File: config.mk
export PLATFORM = sky130hd
export DESIGN_NAME = iter_divider
export DESIGN_NICKNAME = d
export VERILOG_FILES = /design/src/rtl/iter_divider.sv
export SDC_FILE = /design/constraint.sdc
export NUM_CORES = 1
export LEC_CHECK = 0
export CORE_ASPECT_RATIO = 1.2
export CORE_MARGIN = 4
export CORE_UTILIZATION = 30
export DETAILED_ROUTE_END_ITERATION = 10
export SETUP_SLACK_MARGIN = 0.3
export SYNTH_ARGS = -nofsm -noshare
export SYNTH_HDL_FRONTEND = slang
export SYNTH_SLANG_ARGS = --single-unit
File: constraint.sdc
create_clock -name clk -period 4.9 [get_ports clk]
set_input_delay 0.98 -clock clk [delete_from_list [all_inputs] [get_ports clk]]
set_output_delay 0.98 -clock clk [all_outputs]
set_load 0.03 [all_outputs]
File: src/rtl/iter_divider.sv
// Iterative radix-2 restoring divider: signed/unsigned, full width or half-width word mode.
// Latency: N+1 cycles from accept to out_valid (N = WIDTH or WIDTH/2); 1 cycle for divide-by-zero/overflow.
// Backpressure: single operation in flight; result held in DONE until out_ready, in_ready only in IDLE.
module iter_divider #(
  parameter int WIDTH = 64
) (
  input  logic             clk,
  input  logic             rst,
  input  logic             flush,
  input  logic             in_valid,
  output logic             in_ready,
  input  logic             sign,
  input  logic             word,
  input  logic [WIDTH-1:0] x,
  input  logic [WIDTH-1:0] y,
  output logic             out_valid,
  input  logic             out_ready,
  output logic [WIDTH-1:0] quotient,
  output logic [WIDTH-1:0] remainder
);

  localparam int HW = WIDTH / 2;
  localparam int CW = $clog2(WIDTH + 1);

  typedef enum logic [1:0] {IDLE, CALC, FIX, DONE} state_t;

  state_t           state_q, state_d;
  logic [CW-1:0]    cnt_q, cnt_d;
  logic [WIDTH-1:0] rem_q, rem_d;
  logic [WIDTH-1:0] quo_q, quo_d;
  logic [WIDTH-1:0] div_q, div_d;
  logic             sign_q, sign_d;
  logic             word_q, word_d;
  logic             neg_quo_q, neg_quo_d;
  logic             neg_rem_q, neg_rem_d;
  logic [WIDTH-1:0] quotient_q, quotient_d;
  logic [WIDTH-1:0] remainder_q, remainder_d;

  // Operand conditioning at accept time
  logic [WIDTH-1:0] mask, x_n, y_n, x_abs, y_abs, x_min;
  logic             x_msb, y_msb, y_zero, ovf, accept;

  // Restoring step datapath
  logic [WIDTH:0]   shifted, diff;
  logic [WIDTH-1:0] q_fix, r_fix;

  function automatic logic [WIDTH-1:0] sext_hw(input logic [HW-1:0] v);
    return {{HW{v[HW-1]}}, v};
  endfunction

  assign in_ready  = rst && (state_q == IDLE);
  assign out_valid = (state_q == DONE);
  assign quotient  = quotient_q;
  assign remainder = remainder_q;

  // Truncate operands to N bits, take magnitudes, and detect the single-cycle special cases
  always_comb begin
    mask   = word ? {{HW{1'b0}}, {HW{1'b1}}} : {WIDTH{1'b1}};
    x_n    = x & mask;
    y_n    = y & mask;
    x_msb  = word ? x[HW-1] : x[WIDTH-1];
    y_msb  = word ? y[HW-1] : y[WIDTH-1];
    x_abs  = (sign && x_msb) ? ((~x_n + WIDTH'(1)) & mask) : x_n;
    y_abs  = (sign && y_msb) ? ((~y_n + WIDTH'(1)) & mask) : y_n;
    x_min  = mask ^ (mask >> 1);
    y_zero = (y_n == '0);
    ovf    = sign && (x_n == x_min) && (y_n == mask);
    accept = in_valid && in_ready && !flush;
  end

  // Next-state, iteration and result-fixup logic
  always_comb begin
    state_d     = state_q;
    cnt_d       = cnt_q;
    rem_d       = rem_q;
    quo_d       = quo_q;
    div_d       = div_q;
    sign_d      = sign_q;
    word_d      = word_q;
    neg_quo_d   = neg_quo_q;
    neg_rem_d   = neg_rem_q;
    quotient_d  = quotient_q;
    remainder_d = remainder_q;

    // Partial remainder stays below the divisor, so WIDTH+1 bits hold the shifted value.
    shifted = {rem_q, quo_q[WIDTH-1]};
    diff    = shifted - {1'b0, div_q};

    q_fix = (sign_q && neg_quo_q) ? -quo_q : quo_q;
    r_fix = (sign_q && neg_rem_q) ? -rem_q : rem_q;

    case (state_q)
      IDLE: begin
        if (accept) begin
          sign_d = sign;
          word_d = word;
          if (y_zero || ovf) begin
            // Raw results pass through FIX for sign extension only, so clear the negate flags.
            state_d   = FIX;
            cnt_d     = '0;
            neg_quo_d = 1'b0;
            neg_rem_d = 1'b0;
            quo_d     = y_zero ? {WIDTH{1'b1}} : x_n;
            rem_d     = y_zero ? x_n : '0;
            div_d     = '0;
          end else begin
            state_d   = CALC;
            cnt_d     = word ? CW'(HW) : CW'(WIDTH);
            neg_quo_d = x_msb ^ y_msb;
            neg_rem_d = x_msb;
            // Word mode parks the dividend in the upper half so its MSB shifts out first.
            quo_d     = word ? (x_abs << HW) : x_abs;
            rem_d     = '0;
            div_d     = y_abs;
          end
        end
      end
      CALC: begin
        if (!diff[WIDTH]) begin
          rem_d = diff[WIDTH-1:0];
          quo_d = {quo_q[WIDTH-2:0], 1'b1};
        end else begin
          rem_d = shifted[WIDTH-1:0];
          quo_d = {quo_q[WIDTH-2:0], 1'b0};
        end
        cnt_d = cnt_q - CW'(1);
        if (cnt_q == CW'(1)) begin
          state_d = FIX;
        end
      end
      FIX: begin
        // Word results are sign-extended even for unsigned ops (divuw/remuw behaviour).
        quotient_d  = word_q ? sext_hw(q_fix[HW-1:0]) : q_fix;
        remainder_d = word_q ? sext_hw(r_fix[HW-1:0]) : r_fix;
        state_d     = DONE;
      end
      DONE: begin
        if (out_ready) begin
          state_d = IDLE;
        end
      end
      default: state_d = IDLE;
    endcase

    if (flush) begin
      state_d = IDLE;
    end
  end

  // State and datapath registers with synchronous active-low reset
  always_ff @(posedge clk) begin
    if (!rst) begin
      state_q     <= IDLE;
      cnt_q       <= '0;
      rem_q       <= '0;
      quo_q       <= '0;
      div_q       <= '0;
      sign_q      <= 1'b0;
      word_q      <= 1'b0;
      neg_quo_q   <= 1'b0;
      neg_rem_q   <= 1'b0;
      quotient_q  <= '0;
      remainder_q <= '0;
    end else begin
      state_q     <= state_d;
      cnt_q       <= cnt_d;
      rem_q       <= rem_d;
      quo_q       <= quo_d;
      div_q       <= div_d;
      sign_q      <= sign_d;
      word_q      <= word_d;
      neg_quo_q   <= neg_quo_d;
      neg_rem_q   <= neg_rem_d;
      quotient_q  <= quotient_d;
      remainder_q <= remainder_d;
    end
  end

endmodule
==> results.tsv, run 1 <==
stage	metric	value	unit
run_status	status	completed	
global_route	grt_first_pass_wirelength	149000	µm
yosys	synth_top_cell_area_share	27.3	%
yosys	yosysSeqAreaShare	27.3	%
placement	dp_hpwl	78500	µm
cells_and_area	drive_above_1_share	7.52	%
global_route	antenna_found_initial	28	
global_route	grt_max_degree	189	
floorplanning	start_util	30.3	%
clocking	cts_tree	yes	
pwr	leakagePower	11.5	nW
yosys	synthCells	3284	
yosys	yosys.area_share.simple	21.0	%
sta	setup_tns	0	ns
cells_and_area	layout_common_cells	385 x nand2_1, 332 x dfxtp_1, 304 x a21oi_1	
yosys	synth_ff_type	dfxtp_1	
sta	tightest_slew	1.22	ns
pwr	p_per_area	291	mW/mm²
global_route	grt.total_usage	22.3	%
min_path	hold_path_class	reg2reg	
sta	clock_skew	0.0204	ns
pwr	ir_drop	0.208	mV
placement	io_buffers	264	
setup_path	cp_top_family	compound AO/OA/AOI/OAI gates	
sta	hold_viol_final	0	
sta	maxSlewHeadroom	18.5	%
sta	setup_ws	0.533	ns
sta	timing.fmax	229	MHz
sta	maxSlewViolCount	0	
yosys	synthArstFlopShare	0	%
placement	gp_congestion	0.978	
detailed_routing	antenna_left	0	
setup_path	cp.required	5.32	ns
placement	dp.cells	4485	
cells_and_area	fillers	8426	
clocking	post_cts_buffers	0	
detailed_routing	routed_via_density	5.53	
setup_path	crit_arrival	4.79	ns
floorplanning	io_pins	265	
yosys	synth_top_area_cell	dfxtp_1	
global_route	grt_pass1_vias	23679	
clocking	cts.sinks	333	
sta	post-route-period-util	89.1	%
clocking	ctsHoldBuffers	0	
yosys	ys_ff_latch	333	
detailed_routing	dr.pass1.iters	7	
sta	period_needed	4.37	ns
cells_and_area	finalNonFillerCells	4570	
yosys	synth-xor-area-share	10.8	%
detailed_routing	wirelength	99600	µm
floorplanning	die_w	268	µm
yosys	synth.area.mux_share	1.74	%
floorplanning	fp.dieArea	0.0860	mm²
clocking	root_buffer	clkbuf_16	
sta	rsz0062_at_grt	no	
cells_and_area	fin_nets	3693	
yosys	synth_edf_count	0	
sta	final-setup-viol-count	0	
clocking	cts_buffer_depth	3	
setup_path	path_buf_inv	4	
setup_path	crit_top_cell	buf_12	
placement	place_ws	0.158	ns
yosys	synth.distinct_cells	80	
setup_path	slowest_delay	0.54	ns
clocking	numCtsBuffers	38	
detailed_routing	routedWlPerCell	21.8	µm
job	cap_violations	0	
setup_path	worstSetupEndpointType	flip-flop	
yosys	synth_fp_nets	3496	
yosys	yosysWarnings	0	
detailed_routing	drt_iter0_markers	2123	
floorplanning	die_h	320	µm
clocking	cts.htree.levels	2	
cells_and_area	layout_commonest_cell	nand2_1	
floorplanning	core-area	0.0806	mm²
yosys	syn_area_per_cell	7.43	µm²
yosys	syn_area	0.0244	mm²
placement	placed_cell_area	0.0286	mm²
clocking	insertion_delay	0.57	ns
detailed_routing	drc	0	
yosys	synth_compound_area_share	29.7	%
global_route	overflow	0	
setup_path	path_cells	inv_1, ha_1, fa_1, nand2b_1, a21o_1, a211oi_1, buf_4, o211a_1, o21ai_1, nand3_1, a2111oi_0, nor4b_4, buf_12, buf_12, mux2_2, a22oi_1, a21oi_1	
cells_and_area	fin_area	0.0299	mm²
setup_path	path_class	reg2reg	
clocking	ctsResizeCount	0	
setup_path	crit_path_start_kind	flip-flop	
yosys	yosys.area_share.adder	3.98	%
yosys	synth_top_family_by_area	compound AO/OA/AOI/OAI gates	
cells_and_area	area_growth	22.5	%
cells_and_area	final_util	37.1	%
setup_path	crit_fanout	31	
clocking	clk_pin_slew	0.06	ns
detailed_routing	routed-via-count	25263	
setup_path	slowest_stage	dfxtp_1	
floorplanning	rows	114	
yosys	ys_top_cells_by_area	dfxtp_1 27%, xnor2_1 6.5%, a21oi_1 6.2%, nand2_1 5.9%, o21ai_0 5.5%	
## metal layers
metal | track usage [%] | up-vias | part of all wire [%]
li1 | - | 12315 | -
met1 | 27.9 | 11853 | 42
met2 | 36.3 | 862 | 46
met3 | 5.39 | 207 | 7.6
met4 | 9.85 | 26 | 4.7
met5 | 0 | - | 0.15
## cell families after synthesis
logic type / count (synthesis)
mux: 40
compound gates: 1117
simple gates: 1067
xor+xnor: 300
fa+ha+maj: 77
flops: 333
buf+inv: 350
## path summary, 6_finish.rpt
check / startpoint / endpoint / slack [ns] / depth (start not counted)
setup / recovery: quo_q[63] / rem_q[3] / 0.53 / 17
hold / removal: quotient[49] / quotient[49] / 0.44 / 2
setup reg to reg: quo_q[63] / rem_q[3] / 0.53 / 17
hold reg to reg: quotient[49] / quotient[49] / 0.44 / 2
## worst reg2reg max path, cell delays in order, from the launching register on
cell and delay, ns:
dfxtp_1 0.54, inv_1 0.11, ha_1 0.25, fa_1 0.38, nand2b_1 0.20, a21o_1 0.19
a211oi_1 0.22, buf_4 0.18, o211a_1 0.17, o21ai_1 0.14, nand3_1 0.25, a2111oi_0 0.21
nor4b_4 0.34, buf_12 0.24, buf_12 0.21, mux2_2 0.36, a22oi_1 0.15, a21oi_1 0.09
## final cells by class
class	instances	area [µm²]	share of cell area, %
inverter	111	417	1.39
sequential	333	6670	22.3
clock buffer	50	1080	3.61
clock inverter	18	204	0.683
tap	1044	1310	4.37
multi-input combinational	2601	16400	55.0
timing repair buffer	396	3730	12.5
antenna	17	42.5	0.142
## registers in the layout, summed over array words and instances (netlist names)
register / flops
div_q: 64
quo_q: 64
quotient: 64
rem_q: 64
remainder: 64
cnt_q: 7
state_q: 2
neg_quo_q: 1
neg_rem_q: 1
sign_q: 1
word_q: 1
## synthesized netlist by cell type (14+ instances only)
library cell	instances
o211ai_1	78
nand3_1	51
nor4_1	48
xnor2_1	181
o31ai_1	55
mux2i_1	20
a21oi_1	304
o21ai_0	267
dfxtp_1	333
clkbuf_1	210
mux2_2	20
a22oi_1	40
xor2_1	119
o211a_1	74
o41ai_1	19
buf_2	14
nor3_1	70
nand4_1	44
a211oi_1	20
a31oi_1	61
o221a_2	15
a21o_1	47
nand2_1	385
nand2b_1	23
or3_1	67
a21boi_0	37
nor2b_1	52
ha_1	76
inv_1	108
or4_1	17
nor2_1	235
## per-stage QoR
stage | total power, W | hold WS [ns]
after floorplan | 0.00474 | 0.425
after global placement | 0.00569 | 0.429
after detailed placement | 0.00569 | 0.433
after CTS | 0.00874 | 0.442
after global routing | 0.00909 | 0.463
final | 0.00869 | 0.439
## report_power, final
part | internal (W) | leakage (nW) | total [W] | switching [W]
Clock | 0.00176 | 0.638 | 0.00302 | 0.00125
Combinational | 0.00110 | 8.18 | 0.00276 | 0.00166
Sequential | 0.00279 | 2.70 | 0.00292 | 0.000120
Total | 0.00566 | 11.5 | 0.00869 | 0.00303
No activity file was read; power rests on OpenSTA's default activity.
==> run 2: changes to the inputs <==
Settings changed: SETUP_SLACK_MARGIN 0.3 to 0.02.
==> results of run 2 <==
Same layout as run 1: the final DEF is identical, and so are final timing and power.
